## src/rtl/cpu_types_pkg.sv

```systemverilog
// ---------------------------------------------------------------------------
// cpu_types_pkg
// Shared CPU types used by the branch predictor slice.
//   word_t               32-bit machine word (PCs, targets)
//   bp_state_t           2-bit direction counter state (SNT, WNT, WT, ST)
//   BTB_ENTRIES_DEFAULT  default number of direct-mapped BTB entries
//   BP_RESET_STATE       counter value after reset and on a lookup miss
//   BP_ALLOC_STATE       counter value written when an entry is allocated
//   bp_is_taken()        direction implied by a counter state
// ---------------------------------------------------------------------------
package cpu_types_pkg;

  typedef logic [31:0] word_t;

  // The encoding matters: bit 1 of the counter is the predicted direction.
  typedef enum logic [1:0] {
    SNT = 2'b00,
    WNT = 2'b01,
    WT  = 2'b10,
    ST  = 2'b11
  } bp_state_t;

  localparam int BTB_ENTRIES_DEFAULT = 4;

  localparam bp_state_t BP_RESET_STATE = WNT;
  localparam bp_state_t BP_ALLOC_STATE = WT;

  function automatic logic bp_is_taken(input bp_state_t s);
    return s[1];
  endfunction

endpackage

```

## src/rtl/branch_predictor_if.sv

```systemverilog
// ---------------------------------------------------------------------------
// branch_predictor_if
// Bundles the fetch-side lookup and resolve-side update signals of the
// branch predictor.
//   modport bp : predictor side (lookup/update inputs, prediction outputs)
//   modport tb : driver side (the pipeline or a testbench)
// Signals:
//   pc_if          fetch-stage PC to predict
//   freeze         hazard-unit freeze; blocks table updates
//   update_en      a resolved beq/bne is in the resolve stage
//   update_pc      PC of the resolved branch
//   update_taken   actual direction of the resolved branch
//   update_target  actual taken target of the resolved branch
//   predict_taken  fetch should redirect to predict_target
//   predict_target predicted next PC (0 when not predicting taken)
//   prediction     counter state for pc_if, consumed by the hazard unit
// ---------------------------------------------------------------------------
interface branch_predictor_if;
  import cpu_types_pkg::*;

  word_t       pc_if;
  logic        freeze;
  logic        update_en;
  word_t       update_pc;
  logic        update_taken;
  word_t       update_target;
  logic        predict_taken;
  word_t       predict_target;
  logic [1:0]  prediction;

  modport bp (
    input  pc_if,
    input  freeze,
    input  update_en,
    input  update_pc,
    input  update_taken,
    input  update_target,
    output predict_taken,
    output predict_target,
    output prediction
  );

  modport tb (
    output pc_if,
    output freeze,
    output update_en,
    output update_pc,
    output update_taken,
    output update_target,
    input  predict_taken,
    input  predict_target,
    input  prediction
  );

endinterface

```

## src/rtl/sat_counter.sv

```systemverilog
// ---------------------------------------------------------------------------
// sat_counter
// Combinational next-state for a 2-bit saturating direction counter.
//   cur    current counter state
//   taken  branch outcome: 1 steps toward ST, 0 steps toward SNT
//   nxt    next counter state (saturates at ST and SNT)
// ---------------------------------------------------------------------------
module sat_counter
  import cpu_types_pkg::*;
(
  input  bp_state_t cur,
  input  logic      taken,
  output bp_state_t nxt
);

  always_comb begin
    nxt = cur;
    unique case (cur)
      SNT: nxt = taken ? WNT : SNT;
      WNT: nxt = taken ? WT  : SNT;
      WT:  nxt = taken ? ST  : WNT;
      ST:  nxt = taken ? ST  : WT;
      default: nxt = cur;
    endcase
  end

endmodule

```

## src/rtl/branch_predictor.sv

```systemverilog
// ---------------------------------------------------------------------------
// branch_predictor
// Direct-mapped branch target buffer with a 2-bit saturating direction
// counter per entry. Lookup is purely combinational from pc_if; updates
// from the resolve stage are written on the rising edge of CLK.
// Ports:
//   CLK    sole clock, rising edge
//   nRST   asynchronous active-low reset; clears every entry
//   bus    branch_predictor_if.bp (lookup, update and prediction signals)
// Parameters:
//   BTB_ENTRIES  number of entries, power of two in 2..16
// Addressing: index = pc[log2(BTB_ENTRIES)+1:2], tag = pc[31:log2+2].
// ---------------------------------------------------------------------------
module branch_predictor
  import cpu_types_pkg::*;
#(
  parameter int BTB_ENTRIES = BTB_ENTRIES_DEFAULT
) (
  input  logic               CLK,
  input  logic               nRST,
  branch_predictor_if.bp     bus
);

  localparam int IDX_W = $clog2(BTB_ENTRIES);
  localparam int TAG_W = 30 - IDX_W;

  // Entry storage; these arrays are the only state in the block.
  logic              valid_q  [BTB_ENTRIES];
  logic [TAG_W-1:0]  tag_q    [BTB_ENTRIES];
  word_t             target_q [BTB_ENTRIES];
  bp_state_t         cnt_q    [BTB_ENTRIES];

  logic [IDX_W-1:0]  lk_idx;
  logic [TAG_W-1:0]  lk_tag;
  logic              lk_hit;
  bp_state_t         lk_cnt;

  logic [IDX_W-1:0]  upd_idx;
  logic [TAG_W-1:0]  upd_tag;
  logic              upd_hit;
  logic              upd_fire;
  bp_state_t         upd_cnt_next;

  // The byte-offset bits of a word-aligned PC carry no information.
  logic              unused_pc_bits;
  assign unused_pc_bits = ^{bus.pc_if[1:0], bus.update_pc[1:0]};

  assign lk_idx  = bus.pc_if[IDX_W+1:2];
  assign lk_tag  = bus.pc_if[31:IDX_W+2];
  assign upd_idx = bus.update_pc[IDX_W+1:2];
  assign upd_tag = bus.update_pc[31:IDX_W+2];

  // Lookup reads the registered arrays directly, so a same-cycle update to
  // the same index is only visible after the edge that writes it.
  always_comb begin
    lk_hit = valid_q[lk_idx] && (tag_q[lk_idx] == lk_tag);
    lk_cnt = lk_hit ? cnt_q[lk_idx] : BP_RESET_STATE;
  end

  always_comb begin
    bus.prediction     = lk_cnt;
    bus.predict_taken  = lk_hit && bp_is_taken(lk_cnt);
    bus.predict_target = bus.predict_taken ? target_q[lk_idx] : 32'h0;
  end

  // Update-side hit detection and counter step; the single sat_counter
  // serves whichever entry the resolving branch maps to.
  always_comb begin
    upd_hit  = valid_q[upd_idx] && (tag_q[upd_idx] == upd_tag);
    upd_fire = bus.update_en && !bus.freeze;
  end

  sat_counter u_sat_counter (
    .cur   (cnt_q[upd_idx]),
    .taken (bus.update_taken),
    .nxt   (upd_cnt_next)
  );

  // Table write. Reset wins over any update on the same edge. A taken miss
  // allocates and overwrites whatever aliased into that index; a not-taken
  // miss is ignored so cold branches do not evict useful entries.
  always_ff @(posedge CLK or negedge nRST) begin
    if (!nRST) begin
      for (int i = 0; i < BTB_ENTRIES; i++) begin
        valid_q[i]  <= 1'b0;
        tag_q[i]    <= '0;
        target_q[i] <= 32'h0;
        cnt_q[i]    <= BP_RESET_STATE;
      end
    end else if (upd_fire) begin
      if (upd_hit) begin
        cnt_q[upd_idx] <= upd_cnt_next;
        if (bus.update_taken) begin
          target_q[upd_idx] <= bus.update_target;
        end
      end else if (bus.update_taken) begin
        valid_q[upd_idx]  <= 1'b1;
        tag_q[upd_idx]    <= upd_tag;
        target_q[upd_idx] <= bus.update_target;
        cnt_q[upd_idx]    <= BP_ALLOC_STATE;
      end
    end
  end

endmodule
```

## src/flat_wrapper.sv

```systemverilog
// flat-port wrapper written by rule: the top's interface ports become plain ports
module branch_predictor_flat import cpu_types_pkg::*;
#(
  parameter int BTB_ENTRIES = BTB_ENTRIES_DEFAULT
)
  (CLK, nRST, bus_pc_if, bus_freeze, bus_update_en, bus_update_pc, bus_update_taken, bus_update_target, bus_predict_taken, bus_predict_target, bus_prediction);
  branch_predictor_if bus_i ();
  input  logic CLK;
  input  logic nRST;
  input wire logic [$bits(bus_i.pc_if)-1:0] bus_pc_if;
  input wire logic [$bits(bus_i.freeze)-1:0] bus_freeze;
  input wire logic [$bits(bus_i.update_en)-1:0] bus_update_en;
  input wire logic [$bits(bus_i.update_pc)-1:0] bus_update_pc;
  input wire logic [$bits(bus_i.update_taken)-1:0] bus_update_taken;
  input wire logic [$bits(bus_i.update_target)-1:0] bus_update_target;
  output wire logic [$bits(bus_i.predict_taken)-1:0] bus_predict_taken;
  output wire logic [$bits(bus_i.predict_target)-1:0] bus_predict_target;
  output wire logic [$bits(bus_i.prediction)-1:0] bus_prediction;
  assign bus_i.pc_if = bus_pc_if;
  assign bus_i.freeze = bus_freeze;
  assign bus_i.update_en = bus_update_en;
  assign bus_i.update_pc = bus_update_pc;
  assign bus_i.update_taken = bus_update_taken;
  assign bus_i.update_target = bus_update_target;
  assign bus_predict_taken = bus_i.predict_taken;
  assign bus_predict_target = bus_i.predict_target;
  assign bus_prediction = bus_i.prediction;
  branch_predictor #(.BTB_ENTRIES(BTB_ENTRIES)) u_core (.CLK(CLK), .nRST(nRST), .bus(bus_i));
endmodule
```

## config.mk

```make
export PLATFORM = sky130hd
export DESIGN_NAME = branch_predictor_flat
export DESIGN_NICKNAME = d
export VERILOG_FILES = /design/src/rtl/cpu_types_pkg.sv /design/src/rtl/branch_predictor_if.sv /design/src/rtl/sat_counter.sv /design/src/rtl/branch_predictor.sv /design/src/flat_wrapper.sv
export SDC_FILE = /design/constraint.sdc
export NUM_CORES = 1
export LEC_CHECK = 0
export CORE_ASPECT_RATIO = 1.5
export CORE_MARGIN = 2
export CORE_UTILIZATION = 50
export CTS_CLUSTER_SIZE = 40
export DETAILED_ROUTE_END_ITERATION = 16
export MAX_ROUTING_LAYER = met4
export PLACE_DENSITY = 0.72
export SETUP_SLACK_MARGIN = 0.02
export SYNTH_ARGS = -nofsm -noshare
export SYNTH_HDL_FRONTEND = slang
export SYNTH_SLANG_ARGS = --single-unit
```

## constraint.sdc

```tcl
create_clock -name CLK -period 6.57 [get_ports CLK]
set_input_delay 1.971 -clock CLK [delete_from_list [all_inputs] [get_ports CLK]]
set_output_delay 1.971 -clock CLK [all_outputs]
set_load 0.02 [all_outputs]
```

==> flow_metrics.py <==
metrics = {
    "worst_setup_path": {
        "crit_path_max_fanout": 33,
        "ff2ff_path_depth": 9,
        "reg2reg_to": "u_core.tag_q[66]$_DFFE_PN0P_",
        "cp.arrival_ps": 4470,
        "cp-start-kind": "input pin",
        "path_class": "input pin to output port",
        "cp.required_ps": 4600,
        "rrSetupSlack_ps": 3550,
        "reg2reg_from": "u_core.tag_q[33]$_DFFE_PN0P_",
        "end_kind": "output port",
    },
    "flow_run": {
        "cap_violations": 0,
    },
    "floorplan": {
        "dieWidth_um": 135,
        "rows": 71,
        "core-area_um2": 25100,
        "design.die.area_um2": 27000,
        "die_h_um": 200,
        "pin_count": 136,
        "floorplan.initialDensity": 0.510,
    },
    "clock_network": {
        "cts_max_level": 1,
        "clkSlewWorstSetupHoldPaths_ps": 60,
        "cts_hold_buf": 0,
        "cts_sinks": 252,
        "clock_latency_ps": 530,
        "cts-buffers-inserted": 26,
        "cts_root_buf": "clkbuf_16",
        "clock_path_buffers": 3,
        "cts_tree": "done",
    },
    "layout": {
        "fillCellCount": 1959,
        "area_growth_pct": 21.4,
        "final_net_count": 1121,
        "regArea_um2": 6310,
        "final_common_cell": "dfrtp_1",
        "multi_input_area_um2": 6250,
        "diodes": 0,
        "drive_above_1_share": 0.413,
        "final_cell_mix": "dfrtp_1, mux2_2, clkdlybuf4s50_1, mux4_2, mux2_1",
        "final_core_util": 0.619,
    },
    "logic_synthesis": {
        "ys.warnings.count": 0,
        "ys_types": 46,
        "syn-cell-area_um2": 12800,
        "ys.flop_type": "dfrtp_1",
        "syn_area_per_cell_um2": 14.7,
        "synth-seq-cells": 252,
        "synth-edff-count": 0,
        "yosysSeqAreaShare": 0.492,
        "syn_inst": 873,
        "synthesis.nets": 974,
        "async_reset_ff_frac": 1.00,
    },
    "sta": {
        "finClkSkew_ps": 13.4,
        "worst_slew_pin_slew_ps": 824,
        "layout_min_cycle_time_ps": 6440,
        "slew_headroom": 0.451,
        "finalHoldViolCount": 0,
        "slew_violations": 0,
        "fmax_mhz": 155,
        "finalSetupViolations": 0,
        "finalCritPeriodShare": 0.981,
        "rsz0062_at_grt": "false",
    },
    "global_route": {
        "grt_max_degree": 108,
        "grt_pass1_vias": 8694,
        "grt_pass1_wl_mm": 47.3,
        "grt_use_met2": 0.405,
        "met3_usage": 0.0273,
        "overflow": 0,
        "use_met1": 0.275,
        "grt_antenna_before_repair": 0,
        "top_usage_layer": "met2",
        "globalRouteTotalUtil": 0.229,
    },
    "hold_path": {
        "min_delay_worst_endpoint": "u_core.valid_q[1]$_DFFE_PN0P_",
        "worstHoldPathType": "register to register",
        "whs_path_depth": 2,
        "hold_path_startpoint": "u_core.valid_q[1]$_DFFE_PN0P_",
    },
    "power_and_ir_drop": {
        "powerDensity_nw_per_um2": 300,
        "ir_worst_vdd_uv": 243,
        "p_leak_nw": 6.61,
        "p_total_mw": 4.67,
    },
    "placed_design": {
        "hpwlAfterDp_mm": 19.7,
        "numPortBuffers": 131,
        "globalplace.congestion": 0.811,
    },
    "route": {
        "drt-total-wl_mm": 29.3,
        "vias_per_cell": 5.78,
        "first_pass_iters": 4,
        "route.detailed.drc": 0,
        "wire_per_inst_um": 21.4,
        "drt_iter0_markers": 330,
        "antenna_left": 0,
        "vias": 7903,
    },
    "status": {
        "outcome": "finished, final reports clean",
    },
}
cells by family (layout without fill, tap and decap cells):
family,Yosys count,count (layout),share of synthesized area
AOI/OAI and AO/OA,44,44,0.0256
xor gates and xnor gates,54,54,0.0369
muxes,350,350,0.373
buffers and inverters,68,235,0.0271
DFF,252,252,0.492
adders and majority gates,2,2,0.00156
and+or+nand+nor,103,103,0.0435
metrics by stage:
stage / cells / TNS [ps] / worst slack (ps) / area [um2] / hold slack, ps
floorplan: 873 / 0 / 175 / 12800 / 434
detailed placement: 1319 / -15330 / -474 / 14700 / 452
global route: 1368 / 0 / 24.8 / 15600 / 496
finish: 1368 / 0 / 127 / 15600 / 463
global placement: 1319 / -16460 / -493 / 14700 / 450
CTS: 1368 / 0 / 20.2 / 15600 / 466
layer usage:
| layer | vias to the layer above | wire length, um |
|---|---|---|
| met3 | 46 | 1030 |
| met4 | 0 | 731 |
| li1 | 3540 | - |
| met2 | 158 | 15600 |
| met1 | 4159 | 12000 |
| met5 | - | 0 |
worst max-delay path, cell delays in order:
cell and delay [ps]:
buf_6 140, buf_12 140, buf_4 150, mux4_2 510, xor2_1 160, nor4_2 280, buf_4 170, nand4_1 160
nand2b_4 200, buf_12 170, nor2b_1 130, clkdlybuf4s15_2 270
repair_timing:
action | 4_1_cts | 5_1_grt
pin swaps | 1 | 2
resized for setup | 123 | 19
setup endpoints to repair | 35 | 35
endpoints found under the hold margin | 0 | 0
buffers inserted | 1 | 0
worst max-delay path by stage:
stage / depth (start not counted) / endpoint / from
after global placement: 12 / bus_predict_target[27] / bus_pc_if[2]
after CTS: 12 / bus_predict_target[7] / bus_pc_if[2]
final: 12 / bus_predict_target[20] / bus_pc_if[2]
after floorplan: 11 / bus_prediction[1] / bus_pc_if[2]
after detailed placement: 12 / bus_predict_target[13] / bus_pc_if[2]
after global routing: 12 / bus_predict_target[8] / bus_pc_if[2]
registers in the layout, summed over array words and instances (netlist names):
signal	count
u_core.target_q	128
u_core.valid_q	4
u_core.tag_q	112
u_core.cnt_q	8
cells in the mapped netlist (2+ instances only):
cell type	n	area share
o2bb2ai_1	3	0.0020
a2111oi_0	2	0.0014
mux2_2	206	0.18
o31ai_1	5	0.0029
buf_6	7	0.0061
nand3_1	8	0.0031
mux4_2	78	0.14
nand2_1	20	0.0059
nand4_1	9	0.0044
o22ai_1	2	0.00098
nor4_1	4	0.0020
clkbuf_1	31	0.0091
o32ai_1	5	0.0034
o32a_1	4	0.0031
nor2b_1	34	0.017
mux2_1	36	0.032
xor2_1	27	0.018
buf_4	7	0.0041
dfstp_2	4	0.0082
mux2i_1	30	0.023
a2111oi_1	2	0.0016
nor2_1	11	0.0032
o21ai_1	3	0.0012
nand2b_1	9	0.0044
a21oi_1	5	0.0020
buf_2	11	0.0043
dfrtp_1	248	0.48
xnor2_1	27	0.018
or3_1	2	0.00098
or2_2	2	0.00098
a22oi_1	2	0.0012
maj3_1	2	0.0016
o21ai_0	5	0.0020
inv_1	10	0.0029
power by group:
group	leakage, nW	switching (mW)	total, mW	internal (mW)
registers	3.08	0.210	2.11	1.90
clock network	0.452	0.605	1.55	0.946
logic	3.08	0.380	1.00	0.622
total	6.61	1.19	4.67	3.47
final cells by class:
class / count / area share
well taps: 328 / 0.0264
flip-flops and latches: 252 / 0.406
inverters: 11 / 0.00265
clock buffers: 40 / 0.0511
repair buffers: 176 / 0.105
multi-input cells: 553 / 0.402
clock inverters: 8 / 0.00740
No activity file was read; power rests on OpenSTA's default activity.
